===== src/rtl/uart_core.sv =====
// uart_core: full-duplex UART with baud divider, configurable frame and mid-bit sampling RX.
// Define UART_PARITY_EN to insert/check a parity bit and expose rx_parity_err_o.
module uart_core #(
    parameter int unsigned CLKS_PER_BIT = 16,
    parameter int unsigned DATA_BITS    = 8,
    parameter int unsigned STOP_BITS    = 1,
    parameter bit          PARITY_ODD   = 1'b0
) (
    input  logic                 clk_i,
    input  logic                 rst_ni,
    input  logic [DATA_BITS-1:0] tx_data_i,
    input  logic                 tx_valid_i,
    output logic                 tx_ready_o,
    output logic                 txd_o,
    input  logic                 rxd_i,
    output logic [DATA_BITS-1:0] rx_data_o,
    output logic                 rx_valid_o,
`ifdef UART_PARITY_EN
    output logic                 rx_parity_err_o,
`endif
    output logic                 rx_frame_err_o
);
    localparam int unsigned CntW = $clog2(CLKS_PER_BIT);
    localparam int unsigned BitW = $clog2(DATA_BITS);
`ifdef UART_PARITY_EN
    localparam bit ParEn = 1'b1;
`else
    localparam bit ParEn = 1'b0;
`endif
    localparam logic [CntW-1:0] CntMax   = CntW'(CLKS_PER_BIT - 1);
    localparam logic [CntW-1:0] CntLast  = CntW'(CLKS_PER_BIT - 2);
    localparam logic [CntW-1:0] CntHalf  = CntW'(CLKS_PER_BIT / 2 - 1);
    localparam logic [BitW-1:0] DataLast = BitW'(DATA_BITS - 1);
    localparam logic [BitW-1:0] StopLast = BitW'(STOP_BITS - 1);

    typedef enum logic [2:0] {TxIdle, TxStart, TxData, TxParity, TxStop} tx_state_e;
    typedef enum logic [2:0] {RxIdle, RxStart, RxData, RxParity, RxStop, RxWaitHigh} rx_state_e;

    tx_state_e            tx_state_q, tx_state_d;
    logic [CntW-1:0]      tx_cnt_q, tx_cnt_d;
    logic [BitW-1:0]      tx_bit_q, tx_bit_d;
    logic [DATA_BITS-1:0] tx_sh_q, tx_sh_d;
    logic                 tx_par_q, tx_par_d;

    always_ff @(posedge clk_i) begin
        if (!rst_ni) begin
            tx_state_q <= TxIdle;
            tx_cnt_q   <= '0;
            tx_bit_q   <= '0;
            tx_sh_q    <= '0;
            tx_par_q   <= 1'b0;
        end else begin
            tx_state_q <= tx_state_d;
            tx_cnt_q   <= tx_cnt_d;
            tx_bit_q   <= tx_bit_d;
            tx_sh_q    <= tx_sh_d;
            tx_par_q   <= tx_par_d;
        end
    end

    always_comb begin
        tx_state_d = tx_state_q;
        tx_cnt_d   = tx_cnt_q + CntW'(1);
        tx_bit_d   = tx_bit_q;
        tx_sh_d    = tx_sh_q;
        tx_par_d   = tx_par_q;
        unique case (tx_state_q)
            TxIdle: begin
                tx_cnt_d = '0;
                if (tx_valid_i) begin
                    tx_state_d = TxStart;
                    tx_sh_d    = tx_data_i;
                    tx_par_d   = (^tx_data_i) ^ PARITY_ODD;
                    tx_bit_d   = '0;
                end
            end
            TxStart: begin
                if (tx_cnt_q == CntMax) begin
                    tx_state_d = TxData;
                    tx_cnt_d   = '0;
                end
            end
            TxData: begin
                if (tx_cnt_q == CntMax) begin
                    tx_cnt_d = '0;
                    tx_sh_d  = tx_sh_q >> 1;
                    if (tx_bit_q == DataLast) begin
                        tx_bit_d   = '0;
                        tx_state_d = ParEn ? TxParity : TxStop;
                    end else begin
                        tx_bit_d = tx_bit_q + BitW'(1);
                    end
                end
            end
            TxParity: begin
                if (tx_cnt_q == CntMax) begin
                    tx_state_d = TxStop;
                    tx_cnt_d   = '0;
                end
            end
            TxStop: begin
                // Last stop bit ends one cycle early: the idle cycle completes it on the line.
                if (tx_bit_q == StopLast && tx_cnt_q == CntLast) begin
                    tx_state_d = TxIdle;
                    tx_cnt_d   = '0;
                end else if (tx_cnt_q == CntMax) begin
                    tx_cnt_d = '0;
                    tx_bit_d = tx_bit_q + BitW'(1);
                end
            end
            default: tx_state_d = TxIdle;
        endcase
    end

    always_comb begin
        tx_ready_o = 1'b0;
        txd_o      = 1'b1;
        case (tx_state_q)
            TxIdle:   tx_ready_o = 1'b1;
            TxStart:  txd_o = 1'b0;
            TxData:   txd_o = tx_sh_q[0];
            TxParity: txd_o = tx_par_q;
            default:  txd_o = 1'b1;
        endcase
    end

    rx_state_e            rx_state_q, rx_state_d;
    logic [1:0]           rx_sync_q;
    logic                 rx_s;
    logic [CntW-1:0]      rx_cnt_q, rx_cnt_d;
    logic [BitW-1:0]      rx_bit_q, rx_bit_d;
    logic [DATA_BITS-1:0] rx_sh_q, rx_sh_d, rx_data_q, rx_data_d;
    logic                 rx_par_q, rx_par_d, rx_par_bad, rx_sample;
    logic                 rx_valid_q, rx_valid_d, rx_ferr_q, rx_ferr_d;
`ifdef UART_PARITY_EN
    logic                 rx_perr_q, rx_perr_d;
`endif

    assign rx_s       = rx_sync_q[1];
    assign rx_sample  = (rx_cnt_q == CntMax);
    assign rx_par_bad = ParEn && ((rx_par_q ^ (^rx_sh_q)) != PARITY_ODD);

    always_ff @(posedge clk_i) begin
        if (!rst_ni) begin
            rx_state_q <= RxIdle;
            rx_sync_q  <= 2'b11;
            rx_cnt_q   <= '0;
            rx_bit_q   <= '0;
            rx_sh_q    <= '0;
            rx_par_q   <= 1'b0;
            rx_data_q  <= '0;
            rx_valid_q <= 1'b0;
            rx_ferr_q  <= 1'b0;
`ifdef UART_PARITY_EN
            rx_perr_q  <= 1'b0;
`endif
        end else begin
            rx_state_q <= rx_state_d;
            rx_sync_q  <= {rx_sync_q[0], rxd_i};
            rx_cnt_q   <= rx_cnt_d;
            rx_bit_q   <= rx_bit_d;
            rx_sh_q    <= rx_sh_d;
            rx_par_q   <= rx_par_d;
            rx_data_q  <= rx_data_d;
            rx_valid_q <= rx_valid_d;
            rx_ferr_q  <= rx_ferr_d;
`ifdef UART_PARITY_EN
            rx_perr_q  <= rx_perr_d;
`endif
        end
    end

    always_comb begin
        rx_state_d = rx_state_q;
        rx_cnt_d   = rx_cnt_q + CntW'(1);
        rx_bit_d   = rx_bit_q;
        unique case (rx_state_q)
            RxIdle: begin
                rx_cnt_d = '0;
                rx_bit_d = '0;
                if (!rx_s) rx_state_d = RxStart;
            end
            RxStart: begin
                // Re-check at mid start bit so short glitches fall back to idle.
                if (rx_cnt_q == CntHalf) begin
                    rx_cnt_d   = '0;
                    rx_state_d = rx_s ? RxIdle : RxData;
                end
            end
            RxData: begin
                if (rx_sample) begin
                    rx_cnt_d = '0;
                    if (rx_bit_q == DataLast) begin
                        rx_bit_d   = '0;
                        rx_state_d = ParEn ? RxParity : RxStop;
                    end else begin
                        rx_bit_d = rx_bit_q + BitW'(1);
                    end
                end
            end
            RxParity: begin
                if (rx_sample) begin
                    rx_cnt_d   = '0;
                    rx_state_d = RxStop;
                end
            end
            RxStop: begin
                if (rx_sample) begin
                    rx_cnt_d   = '0;
                    rx_state_d = rx_s ? RxIdle : RxWaitHigh;
                end
            end
            RxWaitHigh: begin
                rx_cnt_d = '0;
                if (rx_s) rx_state_d = RxIdle;
            end
            default: rx_state_d = RxIdle;
        endcase
    end

    always_comb begin
        rx_sh_d    = rx_sh_q;
        rx_par_d   = rx_par_q;
        rx_data_d  = rx_data_q;
        rx_valid_d = 1'b0;
        rx_ferr_d  = 1'b0;
`ifdef UART_PARITY_EN
        rx_perr_d  = 1'b0;
`endif
        case (rx_state_q)
            RxData:   if (rx_sample) rx_sh_d = {rx_s, rx_sh_q[DATA_BITS-1:1]};
            RxParity: if (rx_sample) rx_par_d = rx_s;
            RxStop: begin
                if (rx_sample) begin
                    if (!rx_s) begin
                        rx_ferr_d = 1'b1;
                    end else if (rx_par_bad) begin
`ifdef UART_PARITY_EN
                        rx_perr_d = 1'b1;
`endif
                    end else begin
                        rx_valid_d = 1'b1;
                        rx_data_d  = rx_sh_q;
                    end
                end
            end
            default: ;
        endcase
    end

    assign rx_data_o      = rx_data_q;
    assign rx_valid_o     = rx_valid_q;
    assign rx_frame_err_o = rx_ferr_q;
`ifdef UART_PARITY_EN
    assign rx_parity_err_o = rx_perr_q;
`endif
endmodule


===== config.mk =====
export PLATFORM = sky130hd
export DESIGN_NAME = uart_core
export DESIGN_NICKNAME = d
export VERILOG_FILES = /design/src/rtl/uart_core.sv
export SDC_FILE = /design/constraint.sdc
export NUM_CORES = 1
export LEC_CHECK = 0
export CORE_ASPECT_RATIO = 0.9
export CORE_UTILIZATION = 45
export CTS_BUF_LIST = sky130_fd_sc_hd__clkbuf_16
export DETAILED_ROUTE_END_ITERATION = 10
export PLACE_DENSITY = 0.66
export SYNTH_ARGS = -nofsm -noshare
export SYNTH_HDL_FRONTEND = slang
export SYNTH_SLANG_ARGS = --single-unit

===== constraint.sdc =====
create_clock -name clk_i -period 2.1 [get_ports clk_i]
set_input_delay 0.21 -clock clk_i [delete_from_list [all_inputs] [get_ports clk_i]]
set_output_delay 0.21 -clock clk_i [all_outputs]
set_load 0.03 [all_outputs]

# After elaboration in Yosys (flattened, before gate mapping)
# Index checks and enable logic that the tools add are counted.
[totals] register_bits=49 in_bits=12 wordCells=106 output_inout_bits=12
[op_classes] eq_ne=30 add_sub_neg=4 n_reduce_logical=20 muxes=39
[op_table] op="3-bit two-way mux" count=21
[op_table] op="2-bit inequality test, second input constant" count=15
[op_table] op="4-bit one-hot mux with 3 select lines" count=2
[op_table] op="3-bit one-hot mux with 6 select lines" count=1
[op_table] op="4-bit two-way mux" count=4
[op_table] op="8-bit two-way mux" count=2
[op_table] op="8-bit one-hot mux with 2 select lines" count=1
[op_table] op="3-bit equality test, second input constant" count=5
[op_table] op="3-bit one-hot mux with 5 select lines" count=1
[op_table] op="3-bit by 2-bit equality test with 1-bit output, second input constant" count=4
[op_table] op="4-bit equality test, second input constant" count=3
[op_table] op="3-bit zero test" count=3
[op_table] op="3-bit one-hot mux with 3 select lines" count=1
[op_table] op="3-bit AND reduction" count=3
[op_table] op="4-bit by 1-bit adder with 4-bit output, second input constant" count=2
[op_table] op="8-bit parity" count=1
[op_table] op="7-bit AND reduction" count=1
[op_table] op="3-bit by 1-bit adder with 3-bit output, second input constant" count=2
[op_table] op="3-bit by 1-bit equality test with 1-bit output, second input constant" count=2
[op_table] op="3-bit one-hot mux with 2 select lines" count=1
[op_table] op="2-bit AND reduction" count=3
[op_table] op="6-bit AND reduction" count=1
[op_table] op="3-bit OR reduction" count=2
[op_table] op="5-bit AND reduction" count=1
[op_table] op="other kinds (8)" count=11

# Longest topological paths before layout
[depth] word_depth=4 ltp_mapped=7 ltp_nobuf=6

# Least setup slack after synthesis
# Ideal clock, no wire load.
[synth_path] path_type="register to register" from="register tx_cnt_q[0]" to="register tx_sh_q[4]" required_ns=1.984 setup_time_ns=0.116 synth_period_minus_slack_ns=1.521 n_path_buf=1 arrival_ns=1.404 path_slack_ns=0.579 path_stages_with_launch=7 path_cell_list="dfxtp_1 > ha_1 > nand4_2 > a211oi_4 > buf_6 > nand2_1 > o211a_1"
[synth_via] elab_chain_len=3
[synth_lines] item="start, declared" line="40" text="logic [CntW-1:0] tx_cnt_q, tx_cnt_d;"
[synth_lines] item="start signal, assigned" line="54" text="tx_cnt_q <= tx_cnt_d;"
[synth_lines] item="4-bit equality test" line="84" text="if (tx_cnt_q == CntMax) begin"
[synth_lines] item="2-bit inequality test (no line)"
[synth_lines] item="3-bit AND reduction (no line)"
[synth_lines] item="end signal, assigned" line="56" text="tx_sh_q <= tx_sh_d;"
[synth_lines] item="end, declared" line="42" text="logic [DATA_BITS-1:0] tx_sh_q, tx_sh_d;"
# Every way passes these cells.
# A chain may end at the register's enable or synchronous reset.

# Final worst setup path
[layout_path] from="register tx_state_q[1]" to="output port txd_o"
[layout_via] elab_chain_len=2 word_cells_on_any_way=4 cone_classes="3 x eq/ne; 1 x mux"
[layout_lines] item="start, declared" line="39" text="tx_state_e tx_state_q, tx_state_d;"
[layout_lines] item="start signal, assigned" line="47" text="tx_state_q <= TxIdle;"
[layout_lines] item="start signal, assigned" line="53" text="tx_state_q <= tx_state_d;"
[layout_lines] item="3-bit by 2-bit equality test with 1-bit output or 3-bit by 1-bit equality test with 1-bit output (tied branches)" line="118" text="case (tx_state_q)"
[layout_lines] item="1-bit one-hot mux with 3 select lines *" line="118"
[layout_lines] item="end, declared" line="14" text="output logic txd_o,"
# Mark *: on every way between the ends. The rest lies on a longest branch, timed or not.

==> run metrics <==
status completed; Worst-Margin Slew 0.4900 ns; post-route ant nets 0; setup_tns 0 ns; CTS Buf Count 5; Placed Area ~0.0027 mm2; DP Wirelength 2842 um; FP Rows 24; GRT Residual Overflow 0; Initial Util about half; hold path depth 1; area leader, netlist dfxtp_1; CP Max Fanout 11; Setup crit end kind primary output; CP peak stage delay 0.66 ns; number of instances in the placed design between 300 and 400; Psw 0.0004375 W; Crit Reg-Reg Endpoint rx_sh_q[0]$_SDFFE_PN0P_; Wirelength per Cell ~12 um; Longest Clk Path Bufs 2; Post-CTS Hold Fix Bufs 0; vias in the first global route 1647; Die Y a little over 70 um; Starting DRT DRC Count 114; top cells by count, synth 49 x dfxtp_1, 26 x mux2i_1, 19 x nand2_1; H-tree depth 2; Synth Flop Type dfxtp_1; syn nets 269; root buf cell clkbuf_16; cell family with most CP delay buffers and inverters; Die ar. 0.005683 mm2; Post-synth EDFFs 0; Ant. Diodes 0; post-synth cell types 48; Worst-Skew Late Latency 0.28 ns; final instance area 0.002872 mm2; CP cell instances nand2_1 -> a22oi_1 -> or2_2 -> clkdlybuf4s50_1; combinational share of power 8.0%; worst path bufs/invs 1; Synth Instances between 200 and 250; Worst-path clk slew 0.07 ns; Final Hold Vio Count 0; GRT Overall Usage 15.53%; min cycle time layout 1.935 ns; critical path class flip-flop to primary output; share of power burned in registers 47.5%; start point of the worst hold path rx_sync_q[0]$_SDFF_PN1_; Synth Warn # 0; Setup Skew 0.004505 ns; post-synth top area share 40.47%; max-slew violation count 0; Syn Area/Cell roughly 9.7 um2; Final setup viols 0; RSZ-0062 raised after global routing no; Post-Route WL between 4000 and 5000 um; Post-CTS Setup Bufs 0; Int Pwr 0.001600 W; input/output buffers 23; Pre-antenna DRT Iters 4; vias per inst between 5 and 6; count leader, synth dfxtp_1; Critical Path AT 1.73 ns; routability cong. 0.7783; fmax between 500 and 600 MHz; post-layout util about 57%; I/O pins 24; # clock sinks 49; Finished Layout Cells between 300 and 400; critical path required time ~1.9 ns; max-cap violation count 0; CTS resizes 0; Switching Share a little over a fifth; nets@finish 290; via count 1760; #FFs+latches synth 49; fin crit share 92.16%; startpoint types flip-flop; total core area around 0.0050 mm2; Layout Area Growth over Synthesis 18.48%; highest-delay cell along the critical path clkdlybuf4s50_1; asr flop ratio synth 0%; RR Startpoint rx_cnt_q[0]$_SDFF_PN0_; R2R setup slack 0.31 ns; LEAKAGE 1.248 nW; Worst R2R Path Depth 5; drt drc 0; die width about 79 um; CTS tree done; layout cells sized above 1 10.33%; clock share of power 44.5%; first-pass GRT wire length 7107 um; mapped cell area 0.002424 mm2; register area share after synthesis about two fifths; Peak supply drop 0.4306 mV; ranking of synthesized cells by area dfxtp_1 40%, mux2i_1 11%, nor2b_1 4.6%; Hold WC Path Type flip-flop to flip-flop; filler instances 435; relative max-transition margin 67.29%; largest net degree at the start of global routing 29; initial antenna violation count 0; PD cells 709.5 mW/mm2; Worst Hold End rx_sync_q[1]$_SDFF_PN1_
-- flip-flops by register name, summed over array words and instances (netlist names) --
| register | flops |
|---|---|
| tx_cnt_q | 4 |
| rx_data_o | 8 |
| rx_frame_err_o | 1 |
| rx_state_q | 3 |
| rx_valid_o | 1 |
| tx_sh_q | 8 |
| tx_bit_q | 3 |
| rx_sync_q | 2 |
| rx_cnt_q | 4 |
| rx_bit_q | 3 |
| tx_state_q | 3 |
| tx_par_q | 1 |
| rx_sh_q | 8 |
-- metrics by stage --
| step | hold slack (ns) | total power, W | setup WS (ns) |
|---|---|---|---|
| 3_3_place_gp | 0.4065 | 0.001152 | 0.3790 |
| 2_1_floorplan | 0.3115 | 0.001098 | 0.5793 |
| 5_1_grt | 0.4341 | 0.002119 | 0.05568 |
| 4_1_cts | 0.4205 | 0.002070 | 0.05453 |
| 3_5_place_dp | 0.4080 | 0.001152 | 0.3337 |
| 6_report | 0.4127 | 0.002037 | 0.1646 |
-- per-layer routing --
metal | share of wire [%] | global-route usage [%]
met1 | 51 | 20.80
met2 | 45 | 25.57
met3 | 3.0 | 3.439
met4 | 0.41 | 3.636
met5 | 0 | 0
-- kinds of logic (layout without fill, tap and decap cells) --
group	count (synthesis)	after routing	share of synthesized area [%]
xor+xnor	13	13	4.698
buf+inv	21	43	4.594
mux	27	27	11.20
simple gates	89	89	21.84
flops	49	49	40.47
fa+ha+maj	8	8	4.130
compound gates	42	42	13.06
-- worst max-delay path by stage --
stage | from | slack [ns] | depth (start not counted) | end
after floorplan | tx_cnt_q[0]$_SDFF_PN0_ | 0.58 | 6 | tx_sh_q[4]$_SDFFE_PN0P_
after global placement | tx_state_q[1]$_SDFFE_PN0P_ | 0.38 | 4 | txd_o
after detailed placement | rx_cnt_q[0]$_SDFF_PN0_ | 0.33 | 5 | rx_sh_q[0]$_SDFFE_PN0P_
after CTS | tx_state_q[1]$_SDFFE_PN0P_ | 0.05 | 4 | txd_o
after global routing | tx_state_q[1]$_SDFFE_PN0P_ | 0.06 | 4 | txd_o
final | tx_state_q[1]$_SDFFE_PN0P_ | 0.16 | 4 | txd_o
-- layout by cell type, fill, tap and decap left out, drive strengths merged, types with 4 or more instances in the layout --
cell           synthesis  routed
dfxtp                 49      49
mux2i                 26      26
clkdlybuf4s50          0      23
nand2                 19      19
nor2b                 18      18
nor2                  14      14
o21ai                 11      11
o211a                  8       8
xnor2                  8       8
ha                     8       8
buf                   10       8
nand2b                 7       7
a21oi                  6       6
xor2                   5       5
nor3b                  5       5
clkbuf                 7       5
nand3                  5       5
inv                    4       4
nor3                   4       4
a21boi                 4       4
nand4                  4       4
-- worst reg2reg max path, cell delays in order, from the launching register on --
cell     delay, ns
dfxtp_1       0.37
ha_1          0.25
and3_1        0.41
nand3_2       0.33
mux2i_1       0.26
nor2b_1       0.06
-- cell type report --
cell class | count | area, um2 | area share, %
multi-input combinational | 179 | 1331 | 46.36
sequential | 49 | 982.2 | 34.20
timing repair buffer | 31 | 290.3 | 10.11
clock buffer | 5 | 125.1 | 4.357
tap | 65 | 81.33 | 2.832
clock inverter | 3 | 46.29 | 1.612
inverter | 4 | 15.01 | 0.5229
-- power by group through the flow --
| stage | combinational [W] | sequential, W | clock, W |
|---|---|---|---|
| 2_1_floorplan | 0.000113 | 0.000984 | 0 |
| 3_3_place_gp | 0.000163 | 0.000989 | 0 |
| 3_5_place_dp | 0.000163 | 0.000989 | 0 |
| 4_1_cts | 0.000164 | 0.000967 | 0.000938 |
| 5_1_grt | 0.000178 | 0.000971 | 0.000970 |
| 6_report | 0.000162 | 0.000968 | 0.000907 |
Note: power is estimated with default switching activity, not from simulation.
